**src/rtl/multi_pulse_gen.sv**
```systemverilog
// Multi-channel programmable pulse generator: continuous, single-shot and burst pulse trains per channel.
// Define PULSE_GEN_TRIG_SYNC_EN to add a 2-flop synchronizer on every trig input (start latency +2 cycles).
module multi_pulse_gen #(
  parameter int unsigned CHANNELS = 8,
  parameter int unsigned CNT_W    = 16,
  parameter int unsigned CH_W     = 3
) (
  input  logic                clk,
  input  logic                reset_n,
  input  logic                cfg_wr,
  input  logic [CH_W-1:0]     cfg_ch,
  input  logic [1:0]          cfg_sel,
  input  logic [CNT_W-1:0]    cfg_data,
  input  logic [CHANNELS-1:0] trig,
  output logic [CHANNELS-1:0] pulse,
  output logic [CHANNELS-1:0] busy,
  output logic [CHANNELS-1:0] done
);

  typedef enum logic [1:0] {
    MODE_OFF    = 2'b00,
    MODE_CONT   = 2'b01,
    MODE_SINGLE = 2'b10,
    MODE_BURST  = 2'b11
  } mode_e;

  typedef enum logic {
    ST_IDLE = 1'b0,
    ST_RUN  = 1'b1
  } state_e;

  localparam logic [1:0] SEL_PERIOD = 2'b00;
  localparam logic [1:0] SEL_WIDTH  = 2'b01;
  localparam logic [1:0] SEL_COUNT  = 2'b10;
  localparam logic [1:0] SEL_MODE   = 2'b11;

  logic                cfg_ch_ok_c;
  logic [CHANNELS-1:0] trig_s;
  logic [CHANNELS-1:0] trig_q;

  assign cfg_ch_ok_c = (32'(cfg_ch) < CHANNELS);

`ifdef PULSE_GEN_TRIG_SYNC_EN
  logic [CHANNELS-1:0] trig_m;

  // Two-stage synchronizer for asynchronous trigger sources
  always_ff @(posedge clk or negedge reset_n) begin
    if (!reset_n) begin
      trig_m <= '0;
      trig_s <= '0;
    end else begin
      trig_m <= trig;
      trig_s <= trig_m;
    end
  end
`else
  assign trig_s = trig;
`endif

  // Trigger history for rising-edge detection
  always_ff @(posedge clk or negedge reset_n) begin
    if (!reset_n) trig_q <= '0;
    else          trig_q <= trig_s;
  end

  for (genvar i = 0; i < int'(CHANNELS); i++) begin : g_ch
    logic [CNT_W-1:0] period_r, width_r, count_r;
    mode_e            mode_r;
    logic [CNT_W-1:0] cnt, p_a, w_a, n_a;
    mode_e            mode_a;
    state_e           state;
    logic             pulse_q, busy_q, done_q;
    logic             wr_c, start_c, abort_c, last_c;
    logic [CNT_W-1:0] count_n_c, cnt_inc_c;

    assign wr_c      = cfg_wr && cfg_ch_ok_c && (cfg_ch == CH_W'(i));
    assign start_c   = trig_s[i] && !trig_q[i] && (mode_r != MODE_OFF) && (period_r != '0);
    assign abort_c   = wr_c && (cfg_sel == SEL_MODE) && (cfg_data[1:0] == 2'b00);
    assign count_n_c = (count_r == '0) ? CNT_W'(1) : count_r;
    assign cnt_inc_c = cnt + CNT_W'(1);
    assign last_c    = (mode_a == MODE_SINGLE) ||
                       ((mode_a == MODE_BURST) && (n_a <= CNT_W'(1))) ||
                       (period_r == '0);

    // Configuration registers, written directly by the host
    always_ff @(posedge clk or negedge reset_n) begin
      if (!reset_n) begin
        period_r <= '0;
        width_r  <= '0;
        count_r  <= CNT_W'(1);
        mode_r   <= MODE_OFF;
      end else if (wr_c) begin
        case (cfg_sel)
          SEL_PERIOD: period_r <= cfg_data;
          SEL_WIDTH:  width_r  <= cfg_data;
          SEL_COUNT:  count_r  <= cfg_data;
          default:    mode_r   <= mode_e'(cfg_data[1:0]);
        endcase
      end
    end

    // Channel FSM; active copies are relatched only at period boundaries
    always_ff @(posedge clk or negedge reset_n) begin
      if (!reset_n) begin
        state   <= ST_IDLE;
        cnt     <= '0;
        p_a     <= '0;
        w_a     <= '0;
        n_a     <= '0;
        mode_a  <= MODE_OFF;
        pulse_q <= 1'b0;
        busy_q  <= 1'b0;
        done_q  <= 1'b0;
      end else begin
        done_q <= 1'b0;
        case (state)
          ST_IDLE: begin
            if (start_c) begin
              state   <= ST_RUN;
              cnt     <= '0;
              p_a     <= period_r;
              w_a     <= width_r;
              n_a     <= count_n_c;
              mode_a  <= mode_r;
              pulse_q <= (width_r != '0);
              busy_q  <= 1'b1;
            end
          end
          ST_RUN: begin
            if (abort_c) begin
              state   <= ST_IDLE;
              cnt     <= '0;
              pulse_q <= 1'b0;
              busy_q  <= 1'b0;
            end else if (cnt == p_a - CNT_W'(1)) begin
              if (last_c) begin
                state   <= ST_IDLE;
                cnt     <= '0;
                pulse_q <= 1'b0;
                busy_q  <= 1'b0;
                done_q  <= 1'b1;
              end else begin
                cnt     <= '0;
                p_a     <= period_r;
                w_a     <= width_r;
                mode_a  <= mode_r;
                n_a     <= (mode_a == MODE_BURST) ? (n_a - CNT_W'(1)) : count_n_c;
                pulse_q <= (width_r != '0);
              end
            end else begin
              cnt     <= cnt_inc_c;
              pulse_q <= (cnt_inc_c < w_a);
            end
          end
          default: state <= ST_IDLE;
        endcase
      end
    end

    assign pulse[i] = pulse_q;
    assign busy[i]  = busy_q;
    assign done[i]  = done_q;
  end

endmodule

```
**config.mk**
```make
export PLATFORM = sky130hd
export DESIGN_NAME = multi_pulse_gen
export DESIGN_NICKNAME = d
export VERILOG_FILES = /design/src/rtl/multi_pulse_gen.sv
export SDC_FILE = /design/constraint.sdc
export NUM_CORES = 2
export LEC_CHECK = 0
export ABC_AREA = 1
export CORE_MARGIN = 2
export CORE_UTILIZATION = 25
export CTS_BUF_LIST = sky130_fd_sc_hd__clkbuf_16
export DETAILED_ROUTE_END_ITERATION = 16
export PLACE_DENSITY = 0.39
export RECOVER_POWER = 50
export SYNTH_ARGS = -nofsm -noshare
export SYNTH_HDL_FRONTEND = slang
export SYNTH_SLANG_ARGS = --single-unit
```
**constraint.sdc**
```tcl
create_clock -name clk -period 2.7 [get_ports clk]
set_input_delay 0.54 -clock clk [delete_from_list [all_inputs] [get_ports clk]]
set_output_delay 0.54 -clock clk [all_outputs]
set_load 0.02 [all_outputs]
```
**After elaboration in Yosys (flattened, before gate mapping)**

Cells that the tools add are included.

- Register bits after elaboration: 968
- Word-level logic and storage cells: 768
- Input port bits: 32
- Output and inout port bits: 24

- Reduce and logical (&&, ||, !) cells: 172
- $add $sub $neg: 24
- Equal/unequal tests: 82
- Order comparisons: 16
- Bitwise operators: 9
- Muxes and demuxes: 360

Operators by type and width:

| operator | count |
|---|---|
| 2-to-1 mux 16 bit | 136 |
| case mux 16 bit (2 select lines) | 32 |
| zero test 16 bit | 16 |
| nonzero test 16 bit | 16 |
| subtractor 16 x 1 -> 16 bit (second input constant) | 16 |
| adder 16 x 1 -> 16 bit (second input constant) | 8 |
| == test 16 bit | 8 |
| <= comparator 16 x 1 -> 1 bit (second input constant) | 8 |
| less-than comparator 16 bit | 8 |
| 2-to-1 mux 1 bit | 128 |
| 2-to-1 mux 2 bit | 32 |
| AND reduction 2 bit | 32 |
| logical AND 1 bit | 56 |
| inequality test 2 bit (second input constant) | 24 |
| inequality test 3 x 1 -> 1 bit (second input constant) | 16 |
| case mux 1 bit (2 select lines) | 24 |
| == test 2 bit (second input constant) | 18 |
| case mux 2 bit (2 select lines) | 8 |
| AND reduction 4 bit | 8 |
| AND reduction 3 bit | 8 |
| logical OR 1 bit | 16 |
| inequality test 2 x 1 -> 1 bit (second input constant) | 8 |
| nonzero test 2 bit | 8 |
| == test 3 bit (second input constant) | 4 |
| other kinds (8) | 25 |

**Logic depth before layout (Yosys ltp)**

- Depth in word-level cells: 8
- Depth in mapped cells: 21

**Worst setup path after synthesis**

OpenSTA, ideal clock, no wires.

- Kind: register -> register
- Start: reg g_ch[5].cnt[0]
- End: reg g_ch[5].pulse_q
- Period minus slack after synthesis: 2.710 ns
- Required time: 2.623 ns
- Cell stages (with the launch flop): 17
- Slack: -0.010 ns
- Arrival: 2.632 ns
- Library setup time: 0.077 ns
- Path buffers: 0
- Cell sequence: dfrtp_1 ha_1 nand3_1 nor3_1 nand3_1 nor3_1 nand3_1 nor2_1 nand2_1 xor2_1 inv_1 ha_1 nand2_1 nor2_1 nor4_1 nand4_1 a21oi_1

- Word-level cells in the longest chain between the ends: 5

Ends and longest elaborated chain:

| element | RTL line | RTL |
|---|---|---|
| start, declared | 69 | `logic [CNT_W-1:0] cnt, p_a, w_a, n_a;` |
| start signal, assigned | 151 | `cnt <= cnt_inc_c;` |
| adder 16 x 1 -> 16 bit | 80 | `assign cnt_inc_c = cnt + CNT_W'(1);` |
| less-than comparator 16 bit | 152 | `pulse_q <= (cnt_inc_c < w_a);` |
| 2-to-1 mux 1 bit * | 135 | `end else if (cnt == p_a - CNT_W'(1)) begin` |
| 2-to-1 mux 1 bit * | 130 | `if (abort_c) begin` |
| case mux 1 bit (2 select lines) * | 116 | `case (state)` |
| end signal, assigned | 125 | `pulse_q <= (width_r != '0);` |
| end signal, assigned | 148 | `pulse_q <= (width_r != '0);` |
| end signal, assigned | 152 |  |
| end, declared | 72 | `logic pulse_q, busy_q, done_q;` |

Mark *: on every way between the ends. The rest lies on a longest branch, timed or not.
A chain may end at the register's enable or synchronous reset.

**Final worst setup path**

- Start: reg g_ch[2].cnt[1]
- End: reg g_ch[2].pulse_q

- Word-level cells in the longest chain between the ends: 5

Ends and longest elaborated chain:

| element | RTL line |
|---|---|
| start, declared | 69 |
| start signal, assigned | 151 |
| adder 16 x 1 -> 16 bit | 80 |
| less-than comparator 16 bit | 152 |
| 2-to-1 mux 1 bit * | 135 |
| 2-to-1 mux 1 bit * | 130 |
| case mux 1 bit (2 select lines) * | 116 |
| end signal, assigned | 125 |
| end signal, assigned | 148 |
| end signal, assigned | 152 |
| end, declared | 72 |

Marks and branches as above.

==> impl_metrics.py <==
metrics = {
    "hold_path": {
        "hp-class": "primary input to register",
    },
    "critical_path": {
        "required_ns": 3.35,
        "crit_path_end_kind": "register",
        "cp_max_fo": 4,
        "cp-endpoint": "g_ch[2].pulse_q$_DFFE_PN0P_",
        "ff2ff_setup_slack_ns": -0.30,
        "cp_data_arrival_time_ns": 3.65,
        "crit_start": "g_ch[2].cnt[1]$_DFFE_PN0P_",
        "critPathSlowestCell": "dfrtp_2",
        "cp_top_family": "simple AND/OR/NAND/NOR gates",
        "cp-start-kind": "register",
        "critical_path_class": "register to register",
        "r2r_cells": 19,
        "crit_path_cell_trace": "inv_2 > nor3_2 > buf_4 > nand2_2 > nor2_2 > buf_6 > nand4_1 > nor2_4 > nand3_2 > xor2_2 > ha_1 > nand2_1 > buf_4 > buf_4 > o211a_1 > nand2_1 > nand2_1 > nand3_2 > a21oi_2",
        "cp.depth": 19,
        "cp_slowest_stage_delay_ns": 0.41,
        "worst-path-buf-inv": 5,
        "r2r_start": "g_ch[2].cnt[1]$_DFFE_PN0P_",
        "r2r_end": "g_ch[2].pulse_q$_DFFE_PN0P_",
    },
    "floorplanning": {
        "coreArea_um2": 205000,
        "start_util_pct": 25.2,
        "fp.dieH_um": 459,
        "die_w_um": 459,
        "rows": 166,
        "ios": 56,
        "die_area_um2": 210000,
    },
    "timing": {
        "finClkSkew_ns": 0.0368,
        "fmax_mhz": 334,
        "tns_ns": -0.880,
        "hold_viol": 0,
        "layout_setup_ws_ns": -0.297,
        "rsz0062_at_grt": "yes",
        "fin_crit_sh_pct": 111,
        "period_minus_slack_ns": 3.00,
        "drv_slew": 0,
        "max-slew-margin-rel_pct": 6.09,
        "worst_pin_slew_ns": 1.41,
        "setup_viol": 6,
        "hold_ws_ns": 0.404,
    },
    "route": {
        "num_vias": 43700,
        "wl_per_cell_um": 17.1,
        "drc_errors": 0,
        "ant_nets": 0,
        "dr.pass1.iters": 6,
        "first_iter_violations": 2640,
        "wl_um": 167000,
        "post_drt_via_cell_ratio": 4.47,
    },
    "power_and_ir_drop": {
        "worst_ir_drop_vdd_mv": 0.547,
        "p_per_area_nw_per_um2": 807,
        "leakage_nw": 31.0,
    },
    "place": {
        "place_ws_ns": -0.575,
        "place_hpwl_um": 115000,
        "place_inst": 9480,
        "gp_congestion": 0.814,
        "io_buffers": 55,
    },
    "clock_tree": {
        "root_buffer": "clkbuf_16",
        "clkSinkCount": 968,
        "cts_max_path_buffers": 3,
        "htree_num_levels": 3,
        "numCtsBuffers": 118,
        "clk-insertion-delay-late_ns": 0.77,
        "cts.clk_slew.worst_paths_ns": 0.07,
        "cts_tree": "done",
    },
    "yosys": {
        "yosys.area_share.simple_pct": 25.4,
        "ys_seq_area_share_pct": 46.9,
        "synth_cell_types": 60,
        "postSynthCellCount": 6556,
        "synth_compound_area_share_pct": 11.2,
        "synth_mux_area_share_pct": 0.293,
        "syn-num-nets": 6740,
        "synth_async_sr_flop_share_pct": 100,
        "yosysWarnings": 0,
        "avgSynthCellArea_um2": 7.88,
        "synth_top_family_by_area": "simple AND/OR/NAND/NOR gates",
        "synthAdderAreaFrac_pct": 3.68,
        "synth_ff_type": "dfrtp_1",
        "synth-xor-area-share_pct": 4.68,
        "synth_area_um2": 51700,
        "synth_edf_count": 0,
        "ys_ff_latch": 968,
    },
    "grt": {
        "first_global_vias": 43600,
        "track_usage_pct": 15.7,
        "overflow": 0,
        "antenna_found_initial": 15,
        "grt_pass1_wl_um": 262000,
        "grt_max_degree": 69,
    },
    "cells_and_area": {
        "fin_nets": 7158,
        "final_cell_count_no_fill": 9767,
        "layout-drive-gt1-share_pct": 14.1,
        "area_growth_pct": 23.6,
        "layout_commonest_cell": "nand2_1",
        "layout_common_cells": "nand2_1, dfrtp_1, o21ai_0, inv_1, nand3_1",
    },
    "outcome": {
        "violations": "negative setup slack",
        "status": "complete, but fails checks",
    },
    "flow_run": {
        "max-cap-violations": 0,
    },
}
-- cell families after synthesis --
family | Yosys count
AOI/OAI and AO/OA | 1090
DFF | 968
and+or+nand+nor | 3066
muxes | 15
adders and majority gates | 152
buffers and inverters | 989
xor gates and xnor gates | 276
-- repair_timing --
item | in CTS | in global routing
resized for setup | 90 | 156
buffers inserted | 32 | 23
endpoints found under the hold margin | 29 | 0
hold buffers | 1 | 0
setup endpoints to repair | 8 | 323
gates cloned | 0 | 6
pin swaps | 50 | 80
-- flip-flops by register name (all words and copies together) (netlist names), 16 cells and up --
register,count
g_ch.cnt,128
g_ch.count_r,128
g_ch.n_a,128
g_ch.p_a,128
g_ch.period_r,128
g_ch.w_a,128
g_ch.width_r,128
g_ch.mode_a,16
g_ch.mode_r,16
-- per-layer routing --
layer	up-vias	track usage, %	routed length (µm)
met3	167	1.85	5640
met5	-	0	0
met2	550	25.7	77400
met1	20800	22.2	80600
met4	0	3.46	3230
li1	22200	-	-
-- synthesized netlist by cell type (70+ instances only) --
library cell	count	area share, %
nand4_1	97	1.2
xnor2_1	86	1.5
nand2_1	1815	13
nand3_1	435	4.2
inv_1	714	5.2
a21oi_1	111	1.1
o21ai_1	118	1.1
nor4_1	101	1.2
o21ai_0	738	7.1
ha_1	152	3.7
clkbuf_1	164	1.2
dfrtp_1	960	46
nor2_1	423	3.1
xor2_1	190	3.2
nor3_1	70	0.68
-- where the power goes --
part           internal [mW]  switching, mW
registers               17.2           2.41
logic                   6.91           9.25
clock network           9.00           6.80
total                   33.1           18.5
-- worst min-delay path by stage --
stage	startpoint	endpoint	cells past startpoint	slack, ns
after floorplan	reset_n	g_ch[0].busy_q$_DFFE_PN0P_	0	0.24
after global placement	g_ch[2].period_r[4]$_DFFE_PN0P_	g_ch[2].period_r[4]$_DFFE_PN0P_	2	0.47
after detailed placement	g_ch[2].period_r[4]$_DFFE_PN0P_	g_ch[2].period_r[4]$_DFFE_PN0P_	2	0.48
after CTS	trig[5]	trig_q[5]$_DFF_PN0_	1	0.22
after global routing	trig[5]	trig_q[5]$_DFF_PN0_	1	0.35
final	trig[5]	trig_q[5]$_DFF_PN0_	1	0.40
-- worst register-to-register path, cell delays in order, from the launching register on --
cell and delay, ns:
dfrtp_2 0.41, inv_2 0.06, nor3_2 0.14, buf_4 0.14, nand2_2 0.04, nor2_2 0.11
buf_6 0.11, nand4_1 0.19, nor2_4 0.21, nand3_2 0.12, xor2_2 0.20, ha_1 0.30
nand2_1 0.06, buf_4 0.13, buf_4 0.12, o211a_1 0.23, nand2_1 0.08, nand2_1 0.07
nand3_2 0.10, a21oi_2 0.06
-- area by class of cell --
type | instances | area [µm²]
diodes | 4 | 10.0
clock buffers | 118 | 2950
clock inverters | 103 | 866
fillers | 21700 | 141000
inverters | 726 | 2730
multi-input cells | 4599 | 24500
flip-flops and latches | 968 | 24200
well taps | 2688 | 3360
repair buffers | 561 | 5260
-- metrics by stage --
step	total power, mW	utilization (%)	cell area (µm²)
2_1_floorplan	29.3	-	51700
3_3_place_gp	35.1	28.6	58700
3_5_place_dp	35.3	28.6	58700
4_1_cts	52.0	30.8	63200
5_1_grt	55.7	31.2	63900
6_report	51.5	31.2	63900
No activity file was read; power rests on OpenSTA's default activity.
